[src/rtl/fb_pixel_writer_if.sv]
// Pixel stream, palette, vblank and frame buffer write port of fb_pixel_writer.
// slave = the writer, master = the PPU/display/frame buffer side driving it.
interface fb_pixel_writer_if #(
    parameter int ADDR_W = 16
);
    logic              frame_start_in;
    logic              px_valid_in;
    logic [1:0]        px_shade_in;
    logic              px_ready_out;
    logic [7:0]        palette_in;
    logic              vblank_in;
    logic              fb_en_out;
    logic              fb_we_out;
    logic [ADDR_W-1:0] fb_addr_out;
    logic [14:0]       fb_din_out;
    logic              display_bank_out;
    logic [7:0]        frame_count_out;

    modport slave (
        input  frame_start_in,
        input  px_valid_in,
        input  px_shade_in,
        input  palette_in,
        input  vblank_in,
        output px_ready_out,
        output fb_en_out,
        output fb_we_out,
        output fb_addr_out,
        output fb_din_out,
        output display_bank_out,
        output frame_count_out
    );

    modport master (
        output frame_start_in,
        output px_valid_in,
        output px_shade_in,
        output palette_in,
        output vblank_in,
        input  px_ready_out,
        input  fb_en_out,
        input  fb_we_out,
        input  fb_addr_out,
        input  fb_din_out,
        input  display_bank_out,
        input  frame_count_out
    );
endinterface

[src/rtl/fb_pixel_writer.sv]
// Maps PPU shades through the DMG palette and writes them into the back bank
// of a double-buffered frame buffer; banks swap only during vblank.
module fb_pixel_writer #(
    parameter int H_PIXELS = 160,
    parameter int V_PIXELS = 144,
    parameter int ADDR_W   = 16
) (
    input  logic               clk_in,
    input  logic               rst_in,
    fb_pixel_writer_if.slave   bus
);
    localparam int FRAME = H_PIXELS * V_PIXELS;
    localparam int X_W   = $clog2(H_PIXELS);
    localparam int Y_W   = $clog2(V_PIXELS + 1);

    typedef enum logic [1:0] {
        IDLE,
        WRITE,
        WAIT_SWAP
    } state_t;

    state_t            r_state;
    logic              r_ready;
    logic [X_W-1:0]    r_x;
    logic [Y_W-1:0]    r_y;
    logic [ADDR_W-1:0] r_ptr;
    logic              r_pending;
    logic              r_bank;
    logic [7:0]        r_count;
    logic              r_en;
    logic              r_we;
    logic [ADDR_W-1:0] r_addr;
    logic [14:0]       r_din;

    logic              w_accept;
    logic              w_last;
    logic [ADDR_W-1:0] w_wr_base;
    logic [ADDR_W-1:0] w_swap_base;
    logic [1:0]        w_cidx;
    logic [14:0]       w_colour;

    assign w_accept = bus.px_valid_in & r_ready;
    assign w_last   = (r_x == X_W'(H_PIXELS - 1)) &&
                      (r_y == Y_W'(V_PIXELS - 1));

    // Write bank is the one not being displayed.
    assign w_wr_base   = r_bank ? '0 : ADDR_W'(FRAME);
    // After the toggle, the old display bank becomes the write bank.
    assign w_swap_base = r_bank ? ADDR_W'(FRAME) : '0;

    assign w_cidx = bus.palette_in[{bus.px_shade_in, 1'b0} +: 2];

    // DMG colour index to RGB555 grey level.
    always_comb begin
        w_colour = 15'h7FFF;
        unique case (w_cidx)
            2'd0: w_colour = 15'h7FFF;
            2'd1: w_colour = 15'h56B5;
            2'd2: w_colour = 15'h294A;
            2'd3: w_colour = 15'h0000;
            default: w_colour = 15'h7FFF;
        endcase
    end

    // Control FSM, raster pointer and registered write port.
    always_ff @(posedge clk_in or posedge rst_in) begin
        if (rst_in) begin
            r_state   <= IDLE;
            r_ready   <= 1'b0;
            r_x       <= '0;
            r_y       <= '0;
            r_ptr     <= '0;
            r_pending <= 1'b0;
            r_bank    <= 1'b0;
            r_count   <= '0;
            r_en      <= 1'b0;
            r_we      <= 1'b0;
            r_addr    <= '0;
            r_din     <= '0;
        end else begin
            r_en <= w_accept;
            r_we <= w_accept;
            if (w_accept) begin
                r_addr <= r_ptr;
                r_din  <= w_colour;
                r_ptr  <= r_ptr + 1'b1;
                if (r_x == X_W'(H_PIXELS - 1)) begin
                    r_x <= '0;
                    r_y <= r_y + 1'b1;
                end else begin
                    r_x <= r_x + 1'b1;
                end
            end
            unique case (r_state)
                IDLE: begin
                    if (bus.frame_start_in) begin
                        r_state <= WRITE;
                        r_ready <= 1'b1;
                        r_x     <= '0;
                        r_y     <= '0;
                        r_ptr   <= w_wr_base;
                    end
                end
                WRITE: begin
                    // A restart wins over the pointer advance; the pixel
                    // accepted this cycle already took the old address.
                    if (bus.frame_start_in) begin
                        r_x   <= '0;
                        r_y   <= '0;
                        r_ptr <= w_wr_base;
                    end else if (w_accept && w_last) begin
                        r_state <= WAIT_SWAP;
                        r_ready <= 1'b0;
                    end
                end
                WAIT_SWAP: begin
                    if (bus.frame_start_in) begin
                        r_pending <= 1'b1;
                    end
                    if (bus.vblank_in) begin
                        r_bank    <= ~r_bank;
                        r_count   <= r_count + 1'b1;
                        r_pending <= 1'b0;
                        if (r_pending || bus.frame_start_in) begin
                            r_state <= WRITE;
                            r_ready <= 1'b1;
                            r_x     <= '0;
                            r_y     <= '0;
                            r_ptr   <= w_swap_base;
                        end else begin
                            r_state <= IDLE;
                        end
                    end
                end
                default: begin
                    r_state <= IDLE;
                    r_ready <= 1'b0;
                end
            endcase
        end
    end

    assign bus.px_ready_out     = r_ready;
    assign bus.fb_en_out        = r_en;
    assign bus.fb_we_out        = r_we;
    assign bus.fb_addr_out      = r_addr;
    assign bus.fb_din_out       = r_din;
    assign bus.display_bank_out = r_bank;
    assign bus.frame_count_out  = r_count;
endmodule

[src/flat_wrapper.sv]
// flat-port wrapper written by rule: the top's interface ports become plain ports
module fb_pixel_writer_flat 
#(
    parameter int H_PIXELS = 160,
    parameter int V_PIXELS = 144,
    parameter int ADDR_W   = 16
)
  (clk_in, rst_in, bus_frame_start_in, bus_px_valid_in, bus_px_shade_in, bus_palette_in, bus_vblank_in, bus_px_ready_out, bus_fb_en_out, bus_fb_we_out, bus_fb_addr_out, bus_fb_din_out, bus_display_bank_out, bus_frame_count_out);
  fb_pixel_writer_if #(.ADDR_W(ADDR_W)) bus_i ();
  input  logic clk_in;
  input  logic rst_in;
  input wire logic [$bits(bus_i.frame_start_in)-1:0] bus_frame_start_in;
  input wire logic [$bits(bus_i.px_valid_in)-1:0] bus_px_valid_in;
  input wire logic [$bits(bus_i.px_shade_in)-1:0] bus_px_shade_in;
  input wire logic [$bits(bus_i.palette_in)-1:0] bus_palette_in;
  input wire logic [$bits(bus_i.vblank_in)-1:0] bus_vblank_in;
  output wire logic [$bits(bus_i.px_ready_out)-1:0] bus_px_ready_out;
  output wire logic [$bits(bus_i.fb_en_out)-1:0] bus_fb_en_out;
  output wire logic [$bits(bus_i.fb_we_out)-1:0] bus_fb_we_out;
  output wire logic [$bits(bus_i.fb_addr_out)-1:0] bus_fb_addr_out;
  output wire logic [$bits(bus_i.fb_din_out)-1:0] bus_fb_din_out;
  output wire logic [$bits(bus_i.display_bank_out)-1:0] bus_display_bank_out;
  output wire logic [$bits(bus_i.frame_count_out)-1:0] bus_frame_count_out;
  assign bus_i.frame_start_in = bus_frame_start_in;
  assign bus_i.px_valid_in = bus_px_valid_in;
  assign bus_i.px_shade_in = bus_px_shade_in;
  assign bus_i.palette_in = bus_palette_in;
  assign bus_i.vblank_in = bus_vblank_in;
  assign bus_px_ready_out = bus_i.px_ready_out;
  assign bus_fb_en_out = bus_i.fb_en_out;
  assign bus_fb_we_out = bus_i.fb_we_out;
  assign bus_fb_addr_out = bus_i.fb_addr_out;
  assign bus_fb_din_out = bus_i.fb_din_out;
  assign bus_display_bank_out = bus_i.display_bank_out;
  assign bus_frame_count_out = bus_i.frame_count_out;
  fb_pixel_writer #(.H_PIXELS(H_PIXELS), .V_PIXELS(V_PIXELS), .ADDR_W(ADDR_W)) u_core (.clk_in(clk_in), .rst_in(rst_in), .bus(bus_i));
endmodule
[config.mk]
export PLATFORM = sky130hd
export DESIGN_NAME = fb_pixel_writer_flat
export DESIGN_NICKNAME = d
export VERILOG_FILES = /design/src/rtl/fb_pixel_writer_if.sv /design/src/rtl/fb_pixel_writer.sv /design/src/flat_wrapper.sv
export SDC_FILE = /design/constraint.sdc
export NUM_CORES = 1
export LEC_CHECK = 0
export CORE_ASPECT_RATIO = 1.4
export CORE_UTILIZATION = 52
export DETAILED_ROUTE_END_ITERATION = 8
export PLACE_DENSITY = 0.9
export SLEW_MARGIN = 20
export SYNTH_ARGS = -nofsm -noshare
export SYNTH_HDL_FRONTEND = slang
export SYNTH_SLANG_ARGS = --single-unit
[constraint.sdc]
create_clock -name clk_in -period 2.5 [get_ports clk_in]
set_clock_uncertainty 0.05 [all_clocks]
set_input_delay 0.5 -clock clk_in [delete_from_list [all_inputs] [get_ports clk_in]]
set_output_delay 0.5 -clock clk_in [all_outputs]
set_load 0.01 [all_outputs]
Yosys cells after proc, flatten, opt, wreduce, memory -nomap -nowiden:

Index checks and enable logic that the tools add are counted.

* $add $sub $neg: 4
* $mul: 0
* div/mod/pow operators: 0
* magnitude comparators: 0
* eq/ne operators: 12
* shift operators: 1
* mux-type cells: 33
* bitwise logic cells: 2
* reductions and logical operators: 11

Operators by type and width (number)
* 8-bit 2-to-1 mux: 10
* 16-bit 2-to-1 mux: 4
* 15-bit case mux with 4 select lines: 1
* 16-bit case mux with 2 select lines: 1
* 8-bit case mux with 2 select lines: 2
* 15-bit 2-to-1 mux: 2
* 8-bit by 1-bit adder with 8-bit output, second input constant: 3
* 16-bit by 1-bit adder with 16-bit output, second input constant: 1
* 8-bit equality test, second input constant: 2
* 2-bit 2-to-1 mux: 4
* 8-bit by 4-bit variable part select with 2-bit output: 1
* 1-bit 2-to-1 mux: 7
* 2-bit equality test, second input constant: 3
* 2-bit inequality test, second input constant: 3
* 2-bit case mux with 3 select lines: 1
* 5-bit AND reduction: 1
* 2-bit by 1-bit equality test with 1-bit output, second input constant: 2
* 2-bit zero test: 2
* 2-bit by 1-bit inequality test with 1-bit output, second input constant: 2
* 2-bit AND reduction: 2
* 4-bit AND reduction: 1
* 1-bit case mux with 3 select lines: 1
* 1-bit logical AND: 2
* 2-bit nonzero test: 1
* other kinds (4): 4

* register bits after elaboration: 77
* bits in latches: 0
* memory bits (writable): 0
* memory bits (read-only): 0
* input port bits: 15
* output and inout port bits: 43
* word-level logic and storage cells: 74
* memories: 0

Longest topological paths before layout:

* depth after elaboration: 6
* mapped depth: 7
* gate-level depth less buffers: 5

Least setup slack after synthesis:

Ideal clock, no wire load.

* path kind: reg-to-reg
* start: register u_core.r_x[6]
* end: register u_core.r_y[5]
* library setup time: 77 ps
* data arrival time: 1869 ps
* data required time: 2373 ps
* slack: 503 ps
* stages on the path, launching flop included: 6
* buffers on the path: 1
* period minus slack after synthesis: 1997 ps
* path through: dfrtp_1 or3b_4 or3_4 buf_6 or4_1 a21oi_1

* longest elaborated chain between the ends: 6
* elaborated cells on any way between the ends: 7
* those cells by class: 1 x eq/ne; 6 x mux

Ends and longest elaborated chain
* start: declaration: line fb_pixel_writer.sv:24 `logic [X_W-1:0] r_x;`
* start signal: assignment: line fb_pixel_writer.sv:91 `r_x <= r_x + 1'b1;`
* 8-bit equality test (*): line fb_pixel_writer.sv:87 `if (r_x == X_W'(H_PIXELS - 1)) begin`
* 8-bit 2-to-1 mux (*): line fb_pixel_writer.sv:87
* 8-bit 2-to-1 mux (*): line fb_pixel_writer.sv:83 `if (w_accept) begin`
* 8-bit 2-to-1 mux: line fb_pixel_writer.sv:124 `if (r_pending || bus.frame_start_in) begin`
* 8-bit 2-to-1 mux: line fb_pixel_writer.sv:120 `if (bus.vblank_in) begin`
* 8-bit case mux with 2 select lines (*): line fb_pixel_writer.sv:94 `unique case (r_state)`
* end signal: assignment: line fb_pixel_writer.sv:89 `r_y <= r_y + 1'b1;`
* end: declaration: line fb_pixel_writer.sv:25 `logic [Y_W-1:0] r_y;`

Every way passes the cells marked *; elsewhere a longest branch is shown, timed or not.
A chain may end at the register's enable or synchronous reset.

Final worst setup path:

* start: input port bus_px_valid_in
* end: register u_core.r_y[5]

* longest elaborated chain between the ends: 5
* elaborated cells on any way between the ends: 6
* those cells by class: 5 x mux; 1 x bitwise

Ends and longest elaborated chain
* start: declaration: line flat_wrapper.sv:13 `input wire logic [$bits(bus_i.px_valid_in)-1:0] bus_px_valid_in;`
* 1-bit AND (*): line fb_pixel_writer.sv:42 `assign w_accept = bus.px_valid_in & r_ready;`
* 8-bit 2-to-1 mux (*): line fb_pixel_writer.sv:83
* 8-bit 2-to-1 mux: line fb_pixel_writer.sv:124
* 8-bit 2-to-1 mux: line fb_pixel_writer.sv:120
* 8-bit case mux with 2 select lines (*): line fb_pixel_writer.sv:94

Marks and branches as above.

==> flow_metrics.env <==
export IMPL_antenna_cells=0
export IMPL_synth_top_family_by_area="simple AND/OR/NAND/NOR gates"
export IMPL_fin_util_pct=68.95
export IMPL_cts_buffers=9
export IMPL_worst_pin_slew_ns=0.5136
export IMPL_port_buffer_count=57
export IMPL_use_met3_pct=5.911
export IMPL_clk_pin_slew_ns=0.07
export IMPL_drt_iter0_markers=174
export IMPL_hpwlAfterDp_um=4228
export IMPL_status="completed"
export IMPL_grt_total_usage_pct=23.24
export IMPL_layout_drive_gt1_share_pct=8.943
export IMPL_synth_seq_area_share_pct=52.74
export IMPL_power_frac_comb_pct=9.3
export IMPL_vias_per_cell=5.568
export IMPL_critPathTopFamily="simple AND/OR/NAND/NOR gates"
export IMPL_synth_most_common_cell="dfrtp_1"
export IMPL_internal_power_mw=1.751
export IMPL_crit_type="in -> reg"
export IMPL_rsz0062_at_grt="false"
export IMPL_crit_fanout=11
export IMPL_grt_pass1_vias=2408
export IMPL_grt_max_degree=65
export IMPL_vias=2433
export IMPL_max_stage_delay_ns=0.52
export IMPL_grt_pass1_wl_um=10700
export IMPL_grt_met2_usage_pct=40.49
export IMPL_synth_cells=311
export IMPL_power_density_mw_per_mm2=592.2
export IMPL_synth_seq_cells=64
export IMPL_dpl_worst_slack_ns=0.04689
export IMPL_period_needed_ns=2.099
export IMPL_cpMaxStageDelayCell="or4_1"
export IMPL_cts_root_buf="clkbuf_8"
export IMPL_final_nets=383
export IMPL_slew_violations=0
export IMPL_globalplace_congestion=0.8232
export IMPL_wire_per_inst_um=14.21
export IMPL_synth_ff_type="dfrtp_1"
export IMPL_avgSynthCellArea_um2=9.764
export IMPL_io_pins=58
export IMPL_post_cts_repair_setup_buffers=0
export IMPL_synth_distinct_cells=37
export IMPL_top_usage_layer="met2"
export IMPL_ant_nets=0
export IMPL_multi_input_area_mm2=0.001235
export IMPL_synthAdderAreaFrac_pct=1.648
export IMPL_muxShareOfSynthArea_pct=1.813
export IMPL_clkPwrFrac_pct=43.3
export IMPL_ctsResizeCount=0
export IMPL_synth_xor_area_share_pct=8.653
export IMPL_drt_pass1_iterations=4
export IMPL_power_frac_seq_pct=47.3
export IMPL_yosysWarnings=0
export IMPL_yosysTopAreaCell="dfrtp_1"
export IMPL_layout_setup_ws_ns=0.4012
export IMPL_initial_core_util_pct=54.56
export IMPL_critPathLaunchType="primary input"
export IMPL_seq_area_mm2=0.001602
export IMPL_synth_edf_count=0
export IMPL_p_leak_nw=1.697
export IMPL_power_switching_mw=0.5210
export IMPL_rows=32
export IMPL_cp_arrival_ns=2.32
export IMPL_peakVddDrop_uv=317.7
export IMPL_synth_simple_area_share_pct=21.55
export IMPL_grt_overflow=0
export IMPL_wl_um=6210
export IMPL_clk_latency_ns=0.34
export IMPL_htree_levels=3
export IMPL_synth_top_cell_area_share_pct=52.74
export IMPL_hold_path_class="reg -> reg"
export IMPL_p_sw_share_pct=22.93
export IMPL_fmax_mhz=476.5
export IMPL_syn_cell_area_mm2=0.003037
export IMPL_netlist_top_cells_count="dfrtp_1, nand2_1, nor2_1"
export IMPL_async_flop_share_pct=100.0
export IMPL_areaGrowthSynthToFinish_pct=26.37
export IMPL_cp_end_kind="flop"
export IMPL_max_cap_violations=0
export IMPL_antenna_found_initial=0
export IMPL_dieArea_mm2=0.006154
export IMPL_clock_sinks=64
export IMPL_fin_crit_sh_pct=83.95
export IMPL_cts_hold_buf=0
export IMPL_die_h_um=92.42
export IMPL_setup_tns_ns=0
export IMPL_relSlewSlack_pct=65.44
export IMPL_setup_viol=0
export IMPL_cp_data_required_time_ns=2.72
export IMPL_cts_tree="yes"
export IMPL_coreArea_mm2=0.005565
export IMPL_clockBufferDepth=2
export IMPL_cp_cell_sequence="clkdlybuf4s50_1, nand4_1, or3_4, or4_1, a21oi_1"
export IMPL_finalHoldViolCount=0
export IMPL_die_w_um=66.59
export IMPL_whs_ns=0.4243
export IMPL_critical_path_buf_inv_count=1
export IMPL_fillerInstances=421
export IMPL_synth_area_leaders="dfrtp_1, nand2_1, xnor2_1"
export IMPL_syn_num_nets=330
export IMPL_synth_compound_area_share_pct=7.005
export IMPL_drc=0
export IMPL_globalRouteMet1Util_pct=26.38
## power by group through the flow
stage	combinational (mW)	sequential, mW	clock (mW)
after floorplan	0.117	1.10	0
after global placement	0.210	1.09	0
after detailed placement	0.214	1.10	0
after CTS	0.215	1.08	1.01
after global routing	0.237	1.08	1.05
final	0.212	1.08	0.985
## metal layers
metal / up-vias / part of all wire (%)
li1: 1158 / -
met1: 1192 / 40
met2: 74 / 54
met3: 9 / 4.9
met4: 0 / 1.7
met5: - / 0
## sequential cells by signal, indices dropped and copies added, names as in the netlist
register,count
u_core.bus.px_ready_out,1
u_core.bus.fb_din_out,2
u_core.bus.fb_en_out,1
u_core.r_state,2
u_core.r_y,8
u_core.bus.display_bank_out,1
u_core.r_pending,1
u_core.r_x,8
u_core.bus.fb_addr_out,16
u_core.bus.frame_count_out,8
u_core.r_ptr,16
## worst register-to-register path: stages (launching register included)
cell,delay [ns]
dfrtp_1,0.41
or3b_4,0.41
or3_4,0.41
or4_1,0.53
a21oi_1,0.15
## cells by family after synthesis
logic type	count (synthesis)
flops	64
compound gates	37
buf+inv	35
fa+ha+maj	4
mux	3
xor+xnor	30
simple gates	138
## final cells by class
cell class	count	area share, %
flip-flops and latches	64	41.73
multi-input cells	212	32.18
repair buffers	67	17.15
clock buffers	10	3.587
well taps	68	2.217
clock inverters	6	2.152
inverters	10	0.9782
## worst paths after layout
path	start	endpoint	slack, ns	cells after the start
worst min register to register	u_core.bus.fb_addr_out[3]	u_core.bus.fb_addr_out[3]	0.42	2
min in group asynchronous	rst_in	u_core.bus.fb_din_out[12]	0.49	3
worst max register to register	u_core.r_x[6]	u_core.r_y[5]	0.47	4
worst min-delay path	u_core.bus.fb_addr_out[3]	u_core.bus.fb_addr_out[3]	0.42	2
worst max-delay path	bus_px_valid_in	u_core.r_y[5]	0.40	5
max in group asynchronous	rst_in	u_core.bus.fb_addr_out[14]	1.64	3
## per-stage QoR
step / cells / power [mW] / cell area (µm²)
global placement: 421 / 1.303 / 3617
floorplan: 311 / 1.214 / 3037
CTS: 437 / 2.298 / 3837
global route: 437 / 2.360 / 3837
detailed placement: 421 / 1.309 / 3617
finish: 437 / 2.272 / 3837
## cell usage in the layout, fill, tap and decap left out, drive strengths merged, types with 10 or more instances in the layout
cell	netlist	layout
inv	10	10
nor2	22	22
a21oi	13	13
nand3	11	11
xnor2	19	19
nand4	14	14
clkbuf	9	10
o21ai	15	15
nand2	63	63
dfrtp	64	64
clkdlybuf4s50	0	57
buf	16	10
xor2	11	11
(Power assumes the default switching activity.)
